$ cat src/rtl/key_load_ctrl.sv
// rtl/key_load_ctrl.sv - serial key loader that assembles and applies a locked-netlist key
//
// Purpose:
//   Shifts a key MSB first from a serial source into a KEY_W-bit register.
//   The key is exposed as valid only after the whole word has been received,
//   so the locked netlist never sees a partial key.
//
// Optional feature (compile-time macro KEY_PARITY_EN):
//   When KEY_PARITY_EN is defined, one extra bit follows the key. It must
//   equal the XOR of all key bits. On a mismatch the key is wiped and the
//   sticky err flag is set. When the macro is undefined, no extra bit is
//   consumed and err is tied low.
//
// Parameters:
//   KEY_W     key width in bits (2..256)
//   CNT_W     bit-counter width, 2**CNT_W must exceed KEY_W
//
// Ports:
//   C          clock, rising edge
//   R          asynchronous reset, active low
//   start      load request, sampled in IDLE and DONE only
//   abort      cancels a load in progress (SHIFT or CHECK)
//   src_valid  serial source presents a bit
//   src_bit    serial key bit, MSB first
//   src_ready  controller accepts a bit this cycle
//   key        key word driven to the locked netlist
//   key_valid  key is complete and applied
//   busy       load in progress
//   err        sticky load-error flag (parity mismatch)

module key_load_ctrl #(
  parameter int KEY_W = 8,
  parameter int CNT_W = 4
) (
  input  logic             C,
  input  logic             R,
  input  logic             start,
  input  logic             abort,
  input  logic             src_valid,
  input  logic             src_bit,
  output logic             src_ready,
  output logic [KEY_W-1:0] key,
  output logic             key_valid,
  output logic             busy,
  output logic             err
);

  typedef enum logic [1:0] {
    IDLE  = 2'd0,
    SHIFT = 2'd1,
    CHECK = 2'd2,
    DONE  = 2'd3
  } state_t;

  state_t           state;
  state_t           state_nxt;
  logic [KEY_W-1:0] key_q;
  logic [CNT_W-1:0] cnt;
  logic             xfer;
  logic             last_bit;

  // A bit moves only when both sides agree in the same cycle.
  assign xfer     = src_valid & src_ready;
  assign last_bit = (cnt == CNT_W'(KEY_W - 1));
  assign key      = key_q;

`ifdef KEY_PARITY_EN
  logic parity_ok;
  logic err_q;

  // The trailing bit is compared with the XOR of the word already shifted in.
  assign parity_ok = (src_bit == (^key_q));
  assign err       = err_q;
`else
  assign err = 1'b0;
`endif

  // ---------------------------------------------------------------------
  // State register
  // ---------------------------------------------------------------------
  always_ff @(posedge C or negedge R) begin
    if (!R) begin
      state <= IDLE;
    end else begin
      state <= state_nxt;
    end
  end

  // ---------------------------------------------------------------------
  // Next-state logic
  // ---------------------------------------------------------------------
  always_comb begin
    state_nxt = state;
    case (state)
      IDLE: begin
        if (start) begin
          state_nxt = SHIFT;
        end
      end
      SHIFT: begin
        // abort wins over a transfer presented in the same cycle
        if (abort) begin
          state_nxt = IDLE;
        end else if (xfer && last_bit) begin
`ifdef KEY_PARITY_EN
          state_nxt = CHECK;
`else
          state_nxt = DONE;
`endif
        end
      end
      CHECK: begin
`ifdef KEY_PARITY_EN
        if (abort) begin
          state_nxt = IDLE;
        end else if (xfer) begin
          state_nxt = parity_ok ? DONE : IDLE;
        end
`else
        // not reachable without the parity option; recover to IDLE
        state_nxt = IDLE;
`endif
      end
      DONE: begin
        if (start) begin
          state_nxt = SHIFT;
        end
      end
      default: begin
        state_nxt = IDLE;
      end
    endcase
  end

  // ---------------------------------------------------------------------
  // Output decode: handshake and status depend on the state alone
  // ---------------------------------------------------------------------
  always_comb begin
    src_ready = 1'b0;
    busy      = 1'b0;
    key_valid = 1'b0;
    case (state)
      SHIFT: begin
        src_ready = 1'b1;
        busy      = 1'b1;
      end
      CHECK: begin
`ifdef KEY_PARITY_EN
        src_ready = 1'b1;
        busy      = 1'b1;
`endif
      end
      DONE: begin
        key_valid = 1'b1;
      end
      default: begin
        src_ready = 1'b0;
      end
    endcase
  end

  // ---------------------------------------------------------------------
  // Key shift register and bit counter
  // ---------------------------------------------------------------------
  // The key register is cleared on every path back to IDLE and on every new
  // start, so IDLE always presents an all-zero key.
  always_ff @(posedge C or negedge R) begin
    if (!R) begin
      key_q <= '0;
      cnt   <= '0;
    end else begin
      case (state)
        IDLE: begin
          if (start) begin
            key_q <= '0;
            cnt   <= '0;
          end
        end
        SHIFT: begin
          if (abort) begin
            key_q <= '0;
            cnt   <= '0;
          end else if (xfer) begin
            key_q <= {key_q[KEY_W-2:0], src_bit};
            // the counter returns to zero on the final bit so it never
            // passes KEY_W-1
            cnt   <= last_bit ? '0 : cnt + CNT_W'(1);
          end
        end
        CHECK: begin
`ifdef KEY_PARITY_EN
          if (abort) begin
            key_q <= '0;
            cnt   <= '0;
          end else if (xfer && !parity_ok) begin
            key_q <= '0;
          end
`else
          key_q <= '0;
          cnt   <= '0;
`endif
        end
        DONE: begin
          if (start) begin
            key_q <= '0;
            cnt   <= '0;
          end
        end
        default: begin
          key_q <= '0;
          cnt   <= '0;
        end
      endcase
    end
  end

`ifdef KEY_PARITY_EN
  // ---------------------------------------------------------------------
  // Sticky error flag: cleared by a new load, set by a parity mismatch,
  // left alone by abort.
  // ---------------------------------------------------------------------
  always_ff @(posedge C or negedge R) begin
    if (!R) begin
      err_q <= 1'b0;
    end else begin
      case (state)
        IDLE, DONE: begin
          if (start) begin
            err_q <= 1'b0;
          end
        end
        CHECK: begin
          if (!abort && xfer && !parity_ok) begin
            err_q <= 1'b1;
          end
        end
        default: begin
          err_q <= err_q;
        end
      endcase
    end
  end
`endif

endmodule

$ cat config.mk
export PLATFORM = sky130hd
export DESIGN_NAME = key_load_ctrl
export DESIGN_NICKNAME = d
export VERILOG_FILES = /design/src/rtl/key_load_ctrl.sv
export SDC_FILE = /design/constraint.sdc
export NUM_CORES = 1
export LEC_CHECK = 0
export BUFFER_PORTS_ARGS = -buffer_cell sky130_fd_sc_hd__buf_2
export CAP_MARGIN = 20
export CORE_MARGIN = 3
export CORE_UTILIZATION = 30
export CTS_BUF_LIST = sky130_fd_sc_hd__clkbuf_2
export DETAILED_ROUTE_END_ITERATION = 10
export SETUP_SLACK_MARGIN = 0.02
export SLEW_MARGIN = 15
export SYNTH_ARGS = -nofsm -noshare
export SYNTH_HDL_FRONTEND = slang
export SYNTH_SLANG_ARGS = --single-unit
$ cat constraint.sdc
create_clock -name C -period 4.3 [get_ports C]
set_clock_uncertainty 0.1 [all_clocks]
set_input_delay 0 -clock C [delete_from_list [all_inputs] [get_ports C]]
set_output_delay 0 -clock C [all_outputs]
set_load 0.02 [all_outputs]
==> impl_metrics.toml <==
[outcome]
status = "finished, final reports clean"

[layout]
syn2layout_area_growth_pct = 13.43
n_fill_cell = 234
drive_above_1_share_pct = 23.66
fin_area_um2 = 898.4
multi_input_area_um2 = 375.4
antenna_cells = 0
fin_nets = 104
regArea_um2 = 350.3

[logic_synthesis]
synthCells = 77
yosys_warnings = 0
netlist_area_um2 = 792.0
synth_top_area_share_pct = 44.23
synth_flop_cell = "dfrtp_1"
yosysUniqueCellTypes = 30
yosysSeqAreaShare_pct = 44.23
async_flop_share_pct = 100.0
synthTopCellsByArea = "dfrtp_1 44%, o31ai_1 6.6%, ha_1 6.3%"
syn_avg_cell_area_um2 = 10.29
synth-seq-cells = 14
syn-num-nets = 87
yosys.area.top_type = "dfrtp_1"
synth_edf_count = 0

[pwr]
swShare_pct = 42.71
power_frac_seq_pct = 38.7
power.total_mw = 0.4322
p_comb_share_pct = 47.0
p_int_mw = 0.2476
peakVddDrop_mv = 0.2434
clkPwrFrac_pct = 14.2
p_leak_nw = 0.4434
p_per_area_nw_per_um2 = 481.1
p_sw_mw = 0.1846

[clock_network]
cts_setup_buffers = 0
tritoncts = "built"
cts_made_buffers = 3
clkTransAtPathRegs_ps = 140
cts-root-buf = "clkbuf_2"
cts.htree.levels = 1
cts_buffer_depth = 2
cts_resized = 0
clock_sinks = 14
worstSkewPairLatency_ps = 270
postCtsHoldBufs = 2

[critical_path]
critical-path-max-stage-delay_ps = 650
required_ps = 4370
end_kind = "register"
slowest_stage = "nor3b_4"
worstPathMaxFanout = 19
critPathArrivalTime_ps = 2040
rrSetupSlack_ps = 2330
crit_path_start_kind = "register"
critPathKind = "register to register"
path_cells = "inv_1 -> ha_1 -> nor3b_4 -> nor2_4 -> mux2_4"

[sta]
slew_viol_final = 0
worstMarginPinSlew_ps = 730.0
max_freq_ghz = 0.5071
grt_setup_unrepaired = "false"
final_hold_viol_count = 0
setup_tns_ps = 0
setup_viol = 0
min_period_ps = 1972
slew-limit-headroom_pct = 51.28
period_share_pct = 45.86

[detailed_routing]
viasPerCell = 5.116
ant_nets = 0
wire_per_inst_um = 12.51
drc = 0
vias = 619
drt-total-wl_mm = 1.514
dr.pass1.iters = 4
drt_iter0_markers = 12

[floorplanning]
die_h_um = 57.38
num_rows = 17
start_util_pct = 33.55
boundaryPins = 18
core_area_um2 = 2361
dieArea_um2 = 3292
die_w_um = 57.38

[placed_design]
place.gp.congestion = 0.7396
port_buffers = 16
place_area_um2 = 859.6
dp_hpwl_mm = 1.063

[job]
drv_cap = 0

[global_routing]
grt_overflow_total = 0
antenna_found_initial = 0
first_global_vias = 591
grt_max_degree = 22
grt_pass1_wl_mm = 2.697
grt_use_total_pct = 10.33

[hold_path]
hold_path_class = "input pin to asynchronous set/reset pin"
-- through the flow --
| step | worst slack (ps) | hold WS, ps | cells | util [%] |
|---|---|---|---|---|
| 4_1_cts | 2326 | 25.80 | 121 | 38.05 |
| 3_3_place_gp | 2381 | -185.3 | 115 | 36.41 |
| 6_report | 2328 | 34.79 | 121 | 38.05 |
| 3_5_place_dp | 2365 | -180.2 | 115 | 36.41 |
| 2_1_floorplan | 2552 | -395.6 | 77 | - |
| 5_1_grt | 2211 | 39.03 | 121 | 38.05 |
-- worst max-delay path, delay by kind of cell, from the launching register on --
family                     cells  cell delay, ps
adders and majority gates      1             200
muxes                          1             320
DFF                            1             420
and+or+nand+nor                2             740
buffers and inverters          1              80
-- metal layers --
layer  GRT usage (%)  wire length [µm]  vias to the layer above
li1                -                 -                      310
met1           14.36               748                      285
met2           15.00               670                       24
met3           2.941                95                        0
met4           3.974                 0                        0
met5               0                 0                        -
-- path summary, 6_finish.rpt --
| kind | end | from | cells after the start |
|---|---|---|---|
| max in group asynchronous | cnt[0]$_DFFE_PN0P_ | R | 2 |
| worst max register to register | cnt[0]$_DFFE_PN0P_ | state[1]$_DFFE_PN0P_ | 5 |
| worst min register to register | key[7]$_DFFE_PN0P_ | key[7]$_DFFE_PN0P_ | 2 |
| worst min-delay path | key[3]$_DFFE_PN0P_ | R | 2 |
| min in group C | state[0]$_DFFE_PN0P_ | src_valid | 4 |
| worst max-delay path | cnt[0]$_DFFE_PN0P_ | state[1]$_DFFE_PN0P_ | 5 |
-- layout by cell type (no fill, tap or decap), types with 2 or more instances in the layout --
cell type,Yosys,routed
buf_2,2,16
dfrtp_1,14,14
dlygate4sd3_1,0,2
inv_1,5,5
o31ai_1,7,7
and2b_1,3,3
ha_1,4,4
nor2_1,2,2
o21ai_0,8,8
nand2_1,9,9
clkbuf_2,0,3
-- kinds of logic (layout without fill, tap and decap cells) --
family | count (synthesis) | in the layout | synth area share (%)
AOI/OAI and AO/OA | 24 | 24 | 21.33
muxes | 2 | 2 | 3.159
and+or+nand+nor | 21 | 21 | 16.11
buffers and inverters | 11 | 27 | 8.372
other | 1 | 1 | 0.4735
DFF | 14 | 14 | 44.23
adders and majority gates | 4 | 4 | 6.319
-- power groups by stage --
stage	Combinational (mW)	Sequential, mW	Clock (mW)
2_1_floorplan	0.176	0.173	0
3_3_place_gp	0.201	0.170	0
3_5_place_dp	0.201	0.171	0
4_1_cts	0.205	0.168	0.0663
5_1_grt	0.228	0.172	0.0710
6_report	0.203	0.167	0.0615
-- state kept, by name (all words and copies together) (netlist names) --
register,cells
cnt,4
key,8
state,2
-- area by class of cell --
| type | instances | area share, % |
|---|---|---|
| Clock buffer | 3 | 1.671 |
| Clock inverter | 1 | 0.4178 |
| Inverter | 5 | 2.089 |
| Multi-Input combinational cell | 52 | 41.78 |
| Sequential cell | 14 | 39.00 |
| Tap cell | 28 | 3.900 |
| Timing Repair Buffer | 18 | 11.14 |
-- cell usage after synthesis (all sizes together), types with 2 or more instances --
cell	n
o21ai	8
inv	5
nor3b	2
and2b	3
nor2	3
buf	6
o31ai	7
nand2	9
dfrtp	14
ha	4
Power figures use the tool's default switching activity.
